File: config.mk
export PLATFORM = sky130hd
export DESIGN_NAME = mem_bus_arbiter
export DESIGN_NICKNAME = d
export VERILOG_FILES = /design/src/rtl/mem_bus_arbiter.sv
export SDC_FILE = /design/constraint.sdc
export NUM_CORES = 1
export LEC_CHECK = 0
export ABC_AREA = 1
export CAP_MARGIN = 15
export CORE_MARGIN = 1.5
export CORE_UTILIZATION = 45
export DETAILED_ROUTE_END_ITERATION = 7
export GPL_TIMING_DRIVEN = 1
export PLACE_DENSITY = 0.84
export RECOVER_POWER = 50
export SLEW_MARGIN = 0
export SYNTH_ARGS = -nofsm -noshare
export SYNTH_HDL_FRONTEND = slang
export SYNTH_SLANG_ARGS = --single-unit
File: constraint.sdc
create_clock -name clk -period 3.45 [get_ports clk]
set_input_delay 0.69 -clock clk [delete_from_list [all_inputs] [get_ports clk]]
set_output_delay 0.69 -clock clk [all_outputs]
set_load 0.02 [all_outputs]
File: src/rtl/mem_bus_arbiter.sv
// Single-port memory bus arbiter for the fetch and MEM-stage data ports.
// One transaction is outstanding at a time and data wins over fetch. A completed
// result is held in a done flag until the owning stage advances, so a stalled
// pipeline never reissues an access (in particular, never repeats a store).
module mem_bus_arbiter #(
  parameter int AW      = 32,
  parameter int DW      = 32,
  parameter int TIMEOUT = 255
) (
  input  logic          clk,
  input  logic          rst,
  input  logic          inst_req,
  input  logic [AW-1:0] inst_addr,
  input  logic          inst_adv,
  output logic [DW-1:0] inst_rdata,
  output logic          inst_stall,
  input  logic          data_req,
  input  logic          data_we,
  input  logic [AW-1:0] data_addr,
  input  logic [DW-1:0] data_wdata,
  input  logic          data_adv,
  output logic [DW-1:0] data_rdata,
  output logic          data_stall,
  output logic          bus_req,
  output logic          bus_we,
  output logic [AW-1:0] bus_addr,
  output logic [DW-1:0] bus_wdata,
  input  logic          bus_ack,
  input  logic [DW-1:0] bus_rdata,
  output logic          bus_err
);

  localparam int TW = $clog2(TIMEOUT + 1);

  typedef enum logic [1:0] {IDLE, INST, DATA} state_t;

  state_t        state, state_n;
  logic          inst_done, inst_done_n;
  logic          data_done, data_done_n;
  logic [TW-1:0] tcnt, tcnt_n;
  logic          bus_req_n, bus_we_n, bus_err_n;
  logic [AW-1:0] bus_addr_n;
  logic [DW-1:0] bus_wdata_n, inst_rdata_n, data_rdata_n;
  logic          inst_cmp, data_cmp;
  logic          timeout;

  // Stall is purely a function of the request and whether its result is held.
  assign inst_stall = inst_req & ~inst_done;
  assign data_stall = data_req & ~data_done;

  // Last cycle of waiting: one more cycle without ack would reach TIMEOUT.
  assign timeout = (tcnt == TW'(TIMEOUT - 1));

  // Next-state, bus command and result capture; everything holds by default.
  always_comb begin
    state_n      = state;
    tcnt_n       = tcnt;
    bus_req_n    = bus_req;
    bus_we_n     = bus_we;
    bus_addr_n   = bus_addr;
    bus_wdata_n  = bus_wdata;
    bus_err_n    = 1'b0;
    inst_rdata_n = inst_rdata;
    data_rdata_n = data_rdata;
    inst_cmp     = 1'b0;
    data_cmp     = 1'b0;
    case (state)
      IDLE: begin
        tcnt_n = '0;
        if (data_req && !data_done) begin
          state_n     = DATA;
          bus_req_n   = 1'b1;
          bus_we_n    = data_we;
          bus_addr_n  = data_addr;
          bus_wdata_n = data_wdata;
        end else if (inst_req && !inst_done) begin
          state_n    = INST;
          bus_req_n  = 1'b1;
          bus_we_n   = 1'b0;
          bus_addr_n = inst_addr;
        end
      end
      INST, DATA: begin
        if (bus_ack) begin
          state_n   = IDLE;
          bus_req_n = 1'b0;
          bus_we_n  = 1'b0;
          if (state == INST) begin
            inst_rdata_n = bus_rdata;
            inst_cmp     = 1'b1;
          end else begin
            if (!bus_we) data_rdata_n = bus_rdata;
            data_cmp = 1'b1;
          end
        end else if (timeout) begin
          // Abort: report the error and release the port with a zero result.
          state_n   = IDLE;
          bus_req_n = 1'b0;
          bus_we_n  = 1'b0;
          bus_err_n = 1'b1;
          if (state == INST) begin
            inst_rdata_n = '0;
            inst_cmp     = 1'b1;
          end else begin
            data_rdata_n = '0;
            data_cmp     = 1'b1;
          end
        end else begin
          tcnt_n = tcnt + 1'b1;
        end
      end
      default: state_n = IDLE;
    endcase
    // A completion always sets the flag; otherwise the stage advancing clears it.
    inst_done_n = inst_cmp ? 1'b1 : (inst_adv ? 1'b0 : inst_done);
    data_done_n = data_cmp ? 1'b1 : (data_adv ? 1'b0 : data_done);
  end

  // State and registered outputs; reset drops the bus immediately.
  always_ff @(posedge clk or negedge rst) begin
    if (!rst) begin
      state      <= IDLE;
      tcnt       <= '0;
      inst_done  <= 1'b0;
      data_done  <= 1'b0;
      bus_req    <= 1'b0;
      bus_we     <= 1'b0;
      bus_err    <= 1'b0;
      bus_addr   <= '0;
      bus_wdata  <= '0;
      inst_rdata <= '0;
      data_rdata <= '0;
    end else begin
      state      <= state_n;
      tcnt       <= tcnt_n;
      inst_done  <= inst_done_n;
      data_done  <= data_done_n;
      bus_req    <= bus_req_n;
      bus_we     <= bus_we_n;
      bus_err    <= bus_err_n;
      bus_addr   <= bus_addr_n;
      bus_wdata  <= bus_wdata_n;
      inst_rdata <= inst_rdata_n;
      data_rdata <= data_rdata_n;
    end
  end

endmodule
# --- Word-level counts from Yosys, hierarchy flattened ---
# Cells that the tools add are included.
classes:
  add_sub_neg: 1
  n_eq_ne: 8
  muxes: 42
  bitwise_logic: 5
  n_reduce_logical: 18
op_table:
  columns: ["operator", "count"]
  rows:
  - ["$mux W32", 11]
  - ["$mux W1", 21]
  - ["$mux W8", 2]
  - ["$pmux W8 S2", 1]
  - ["$reduce_bool A2 Y1", 5]
  - ["$reduce_and A3 Y1", 3]
  - ["$add A8 B1 Y8 const B", 1]
  - ["$eq A8 B8 Y1 const B", 1]
  - ["$mux W2", 4]
  - ["$ne A2 B2 Y1 const B", 3]
  - ["$ne A3 B3 Y1 const B", 2]
  - ["$reduce_and A2 Y1", 3]
  - ["$pmux W1 S2", 2]
  - ["$pmux W2 S2", 1]
  - ["$reduce_and A4 Y1", 1]
  - ["$not A1 Y1", 3]
  - ["$and A1 B1 Y1", 2]
  - ["$eq A2 B1 Y1 const B", 1]
  - ["$eq A2 B2 Y1 const B", 1]
  - ["$logic_and A1 B1 Y1", 2]
  - ["$logic_not A1 Y1", 2]
  - ["$logic_not A2 Y1", 1]
  - ["$reduce_or A2 Y1", 1]
word_totals:
  reg_bits: 143
  inputBits: 136

# --- Logic depth before layout (Yosys ltp) ---
depth:
  word_depth: 6
  mapped_depth: 11
  ltp_nobuf: 9

# --- Least setup slack after synthesis ---
# Ideal clock, no wire load.
synth_timing:
  path_type: "input-to-output"
  from: "in data_req"
  to: "out data_stall"
  arrival_time_ns: 1.258
  setup_slack_ns: 1.502
  cell_stages: 3
  path_buffers: 1
  path_cell_list: "nand2_1 -> clkinv_1 -> buf_2"
synth_via:
  elab_chain_len: 1
synth_lines:
  columns: ["element", "line", "rtl"]
  rows:
  - ["start: declaration", "17", "input logic data_req,"]
  - ["$and A1 B1 Y1", "49", "assign data_stall = data_req & ~data_done;"]
  - ["end: declaration", "23", "output logic data_stall,"]
# No other way between the ends.

# --- Worst setup path after layout ---
layout_timing:
  from: "in data_req"
  to: "reg bus_wdata[10]"
layout_via:
  elab_chain_len: 2
layout_lines:
  columns: ["element", "line", "rtl"]
  rows:
  - ["$logic_and A1 B1 Y1", "70", "if (data_req && !data_done) begin"]
  - ["$reduce_and A2 Y1 (no line)", null, null]
  - ["end signal: assignment", "142", "bus_wdata <= bus_wdata_n;"]
  - ["end: declaration", "27", "output logic [DW-1:0] bus_wdata,"]
# No other way between the ends.
# A chain may end at the register's enable or synchronous reset.

==> run_summary.xml <==
<?xml version="1.0" encoding="UTF-8"?>
<metrics>
  <group name="outcome">
    <metric name="result_of_the_run" unit="">finished with violations</metric>
    <metric name="violations_in_the_final_reports" unit="">capacitance limit, slew limit</metric>
  </group>
  <group name="worst_setup_path">
    <metric name="r2r_slack" unit="ps">1130</metric>
    <metric name="timing.critical_path.max_delay_family" unit="">buffers and inverters</metric>
    <metric name="critical_path.startpoint_type" unit="">input pin</metric>
    <metric name="reg2reg_depth" unit="">7</metric>
    <metric name="cp-end-kind" unit="">register</metric>
    <metric name="critical_path.startpoint" unit="">data_req</metric>
    <metric name="cp_num_cells" unit="">8</metric>
    <metric name="worst_path_largest_cell_delay" unit="ps">990</metric>
    <metric name="crit_end" unit="">bus_wdata[10]</metric>
    <metric name="crit_top_cell" unit="">sky130_fd_sc_hd__nand2_1</metric>
    <metric name="worstPathRequired" unit="ps">3800</metric>
    <metric name="setup.worst_path.class" unit="">input pin to register</metric>
    <metric name="cell_breakdown_of_the_critical_path" unit="">clkdlybuf4s50_1 &gt; nand2_1 &gt; buf_4 &gt; nor2_2 &gt; inv_1 &gt; clkbuf_1 &gt; nand2_1 &gt; nand2_1</metric>
    <metric name="critical-path-slowest-cell" unit="">sky130_fd_sc_hd__clkbuf_1</metric>
    <metric name="cp_num_buf_inv" unit="">4</metric>
    <metric name="reg2reg_to" unit="">inst_rdata[15]</metric>
    <metric name="r2r_start" unit="">state[0]</metric>
    <metric name="cp_data_arrival_time" unit="ps">3090</metric>
    <metric name="critical_path.max_fanout" unit="">35</metric>
  </group>
  <group name="placement">
    <metric name="pre_cts_ws" unit="ps">684</metric>
    <metric name="placement.io_buffers" unit="">268</metric>
    <metric name="place.gp.congestion" unit="">0.796</metric>
    <metric name="dp_hpwl" unit="um">11700</metric>
  </group>
  <group name="sta">
    <metric name="setup_violations" unit="">0</metric>
    <metric name="hold_violations" unit="">0</metric>
    <metric name="worstMarginPinSlew" unit="ps">2160</metric>
    <metric name="timing.final.ws_setup" unit="ps">705</metric>
    <metric name="fin_crit_sh" unit="%">79.6</metric>
    <metric name="max_clock_freq" unit="MHz">364</metric>
    <metric name="timing.setup.tns" unit="ps">0</metric>
    <metric name="layout_min_cycle_time" unit="ps">2750</metric>
    <metric name="final-max-slew-violation-count" unit="">87</metric>
    <metric name="maxSlewHeadroom" unit="%">-44.1</metric>
    <metric name="grt_setup_unrepaired" unit="">false</metric>
    <metric name="final.setup_skew" unit="ps">7.34</metric>
  </group>
  <group name="final_layout">
    <metric name="fin_util" unit="%">70.9</metric>
    <metric name="area_growth_syn_to_layout" unit="%">54.6</metric>
    <metric name="diodes" unit="">0</metric>
    <metric name="layout-drive-gt1-share" unit="%">5.20</metric>
    <metric name="num-fill-cells" unit="">1001</metric>
    <metric name="nNetsFinal" unit="">1071</metric>
  </group>
  <group name="worst_hold_path">
    <metric name="timing.hold.worst.class" unit="">register to register</metric>
  </group>
  <group name="synthesis">
    <metric name="synth.top_cells.by_area" unit="">sky130_fd_sc_hd__dfrtp_1 59%, sky130_fd_sc_hd__nand2_1 17%, sky130_fd_sc_hd__nor2_1 4.6%</metric>
    <metric name="share_of_synthesized_registers_carrying_an_async_set_or_reset" unit="%">100</metric>
    <metric name="synth-main-ff-cell" unit="">sky130_fd_sc_hd__dfrtp_1</metric>
    <metric name="yosysSeqAreaShare" unit="%">59.2</metric>
    <metric name="yosys_warnings" unit="">0</metric>
    <metric name="post-synth-top-area-cell" unit="">sky130_fd_sc_hd__dfrtp_1</metric>
    <metric name="number_of_storage_elements_in_the_synthesis_netlist" unit="">143</metric>
    <metric name="synth_fp_nets" unit="">811</metric>
    <metric name="synthCells" unit="">670</metric>
    <metric name="synth_area" unit="mm^2">0.00605</metric>
    <metric name="synth_top_cell_area_share" unit="%">59.2</metric>
    <metric name="synth_cell_types" unit="">27</metric>
    <metric name="synth-edff-count" unit="">0</metric>
    <metric name="syn-mean-instance-area" unit="um^2">9.03</metric>
  </group>
  <group name="floorplanning">
    <metric name="start_util" unit="%">45.9</metric>
    <metric name="placementRows" unit="">42</metric>
    <metric name="ioPinCount" unit="">269</metric>
    <metric name="design.die.area" unit="mm^2">0.0141</metric>
    <metric name="die_y_extent" unit="um">119</metric>
    <metric name="die_w" unit="um">119</metric>
    <metric name="core" unit="mm^2">0.0132</metric>
  </group>
  <group name="clocking">
    <metric name="later_pin_clock_latency_in_the_skew_report" unit="ps">410</metric>
    <metric name="cts_h_tree_lvls" unit="">4</metric>
    <metric name="cts_root_buffer" unit="">sky130_fd_sc_hd__clkbuf_16</metric>
    <metric name="cts_made_buffers" unit="">17</metric>
    <metric name="postCtsHoldBufs" unit="">0</metric>
    <metric name="cts.clk_slew.worst_paths" unit="ps">60</metric>
    <metric name="postCtsSetupBuffers" unit="">0</metric>
    <metric name="cts_repair_resize_count" unit="">0</metric>
    <metric name="cts_max_path_buffers" unit="">2</metric>
    <metric name="tritoncts" unit="">built</metric>
    <metric name="cts_num_sinks" unit="">143</metric>
  </group>
  <group name="power">
    <metric name="pwr-share-comb" unit="%">44.5</metric>
    <metric name="total_leakage_power" unit="nW">4.25</metric>
    <metric name="vdd_ir_max" unit="V">0.000503</metric>
    <metric name="netSwitchingPower" unit="W">0.00313</metric>
    <metric name="power_frac_seq" unit="%">32.6</metric>
    <metric name="power_density" unit="mW/mm^2">893</metric>
    <metric name="clkPwrFrac" unit="%">22.9</metric>
    <metric name="p_int" unit="W">0.00522</metric>
    <metric name="switching_share" unit="%">37.5</metric>
  </group>
  <group name="drt">
    <metric name="dr_total_vias" unit="">5424</metric>
    <metric name="finalWirelength" unit="um">16700</metric>
    <metric name="via_per_inst" unit="">4.85</metric>
    <metric name="drt_drc_violations_left" unit="">0</metric>
    <metric name="drt.antenna.violating_nets" unit="">0</metric>
    <metric name="drt_iter0_markers" unit="">310</metric>
    <metric name="drt-wirelength-per-cell" unit="um">14.9</metric>
    <metric name="drt_pre_antenna_iters" unit="">5</metric>
  </group>
  <group name="flow_run">
    <metric name="max_cap_violations" unit="">1</metric>
  </group>
  <group name="grt">
    <metric name="grt_antenna_before_repair" unit="">0</metric>
    <metric name="grt.total_usage" unit="%">24.5</metric>
    <metric name="grt-ovfl-total" unit="">0</metric>
    <metric name="grt_first_pass_wirelength" unit="um">27300</metric>
    <metric name="via_count_of_the_first_global_routing_pass" unit="">5373</metric>
    <metric name="grt_max_degree" unit="">88</metric>
  </group>
</metrics>
==> cell families (layout without fill, tap and decap cells) <==
family          after synthesis  in the layout  synth area share, %
fa+ha+maj                     5              5                 1.03
compound gates              108            108                 11.7
buf+inv                      53            325                 4.69
xor+xnor                      2              2                0.290
simple gates                359            359                 23.2
flops                       143            143                 59.2
==> worst min path at each step <==
stage                   from  cells after the start              to  slack [ps]
3_3_place_gp   bus_wdata[18]                      2   bus_wdata[18]         450
2_1_floorplan            rst                      0     bus_addr[0]         390
5_1_grt        bus_wdata[13]                      2   bus_wdata[13]         470
3_5_place_dp    bus_wdata[5]                      2    bus_wdata[5]         460
4_1_cts                  rst                      1  data_rdata[25]         360
6_report       bus_wdata[13]                      2   bus_wdata[13]         470
==> worst min-delay path, delay by kind of cell, from the launching register on <==
kind	cells	cell delay, ps
DFF	1	330
and+or+nand+nor	2	100
==> cell usage in the layout, fill, tap and decap left out <==
cell type	netlist	layout
sky130_fd_sc_hd__nand2_1	267	268
sky130_fd_sc_hd__clkdlybuf4s50_1	0	266
sky130_fd_sc_hd__dfrtp_1	143	143
sky130_fd_sc_hd__nor2_1	74	73
sky130_fd_sc_hd__o21ai_0	31	67
sky130_fd_sc_hd__o31ai_1	32	32
sky130_fd_sc_hd__clkbuf_16	0	17
sky130_fd_sc_hd__inv_1	15	15
sky130_fd_sc_hd__nand3_1	8	9
sky130_fd_sc_hd__o21ai_2	22	5
sky130_fd_sc_hd__ha_1	5	5
sky130_fd_sc_hd__bufinv_16	0	4
sky130_fd_sc_hd__clkinv_2	0	4
sky130_fd_sc_hd__clkbuf_1	16	4
sky130_fd_sc_hd__buf_4	1	4
sky130_fd_sc_hd__nand2_2	2	3
sky130_fd_sc_hd__xor2_1	2	2
sky130_fd_sc_hd__o21ai_1	21	2
sky130_fd_sc_hd__clkbuf_8	0	2
sky130_fd_sc_hd__clkinvlp_4	0	2
sky130_fd_sc_hd__clkbuf_2	1	2
sky130_fd_sc_hd__buf_12	0	2
sky130_fd_sc_hd__clkinv_1	1	1
sky130_fd_sc_hd__nor2_4	1	1
sky130_fd_sc_hd__nor3_1	1	1
sky130_fd_sc_hd__nor2_2	0	1
sky130_fd_sc_hd__nand3b_1	1	1
sky130_fd_sc_hd__o21bai_1	1	1
sky130_fd_sc_hd__or2_2	1	1
sky130_fd_sc_hd__a21oi_1	1	1
sky130_fd_sc_hd__nand4_1	1	1
sky130_fd_sc_hd__clkinv_4	0	1
sky130_fd_sc_hd__dlygate4sd3_1	0	1
==> stage by stage <==
step	total power [W]	hold slack (ps)	instances	area, um^2
after CTS	0.00850	364	1118	9460
final	0.00836	466	1118	9350
after floorplan	0.00476	394	670	6050
after global placement	0.00647	453	1087	8830
after global routing	0.00887	475	1118	9350
after detailed placement	0.00655	458	1087	8830
==> routing by layer <==
layer,track usage [%],wire (um)
met5,0,0
met2,42.1,8350
met4,9.19,395
met1,28.8,6600
met3,7.57,1360
==> final cells by class <==
cell class / instances / area (um^2) / share of cell area [%]
well taps: 176 / 220 / 2.35
inverters: 16 / 60.1 / 0.642
clock inverters: 11 / 164 / 1.75
multi-input cells: 474 / 2110 / 22.5
flip-flops and latches: 143 / 3580 / 38.3
clock buffers: 20 / 457 / 4.88
repair buffers: 278 / 2760 / 29.6
==> synthesized netlist by cell type, types with 8 or more instances <==
master	n
sky130_fd_sc_hd__o21ai_0	31
sky130_fd_sc_hd__clkbuf_1	16
sky130_fd_sc_hd__buf_2	10
sky130_fd_sc_hd__nand2_1	267
sky130_fd_sc_hd__nor2_1	74
sky130_fd_sc_hd__dfrtp_1	143
sky130_fd_sc_hd__nand3_1	8
sky130_fd_sc_hd__o31ai_1	32
sky130_fd_sc_hd__buf_6	9
sky130_fd_sc_hd__o21ai_2	22
sky130_fd_sc_hd__o21ai_1	21
sky130_fd_sc_hd__inv_1	15
==> power groups by stage <==
stage | registers, W | clock network, W | logic [W]
2_1_floorplan | 0.00347 | 0 | 0.00129
6_report | 0.00272 | 0.00191 | 0.00372
5_1_grt | 0.00281 | 0.00204 | 0.00402
3_5_place_dp | 0.00273 | 0 | 0.00381
4_1_cts | 0.00273 | 0.00194 | 0.00383
3_3_place_gp | 0.00272 | 0 | 0.00374
==> flip-flops by register name, indices dropped and copies added, names as in the netlist <==
name and count:
bus_err 1, data_done 1, inst_rdata 32, bus_wdata 32
bus_req 1, bus_we 1, state 2, tcnt 8
bus_addr 32, data_rdata 32, inst_done 1
Power figures use the tool's default switching activity.
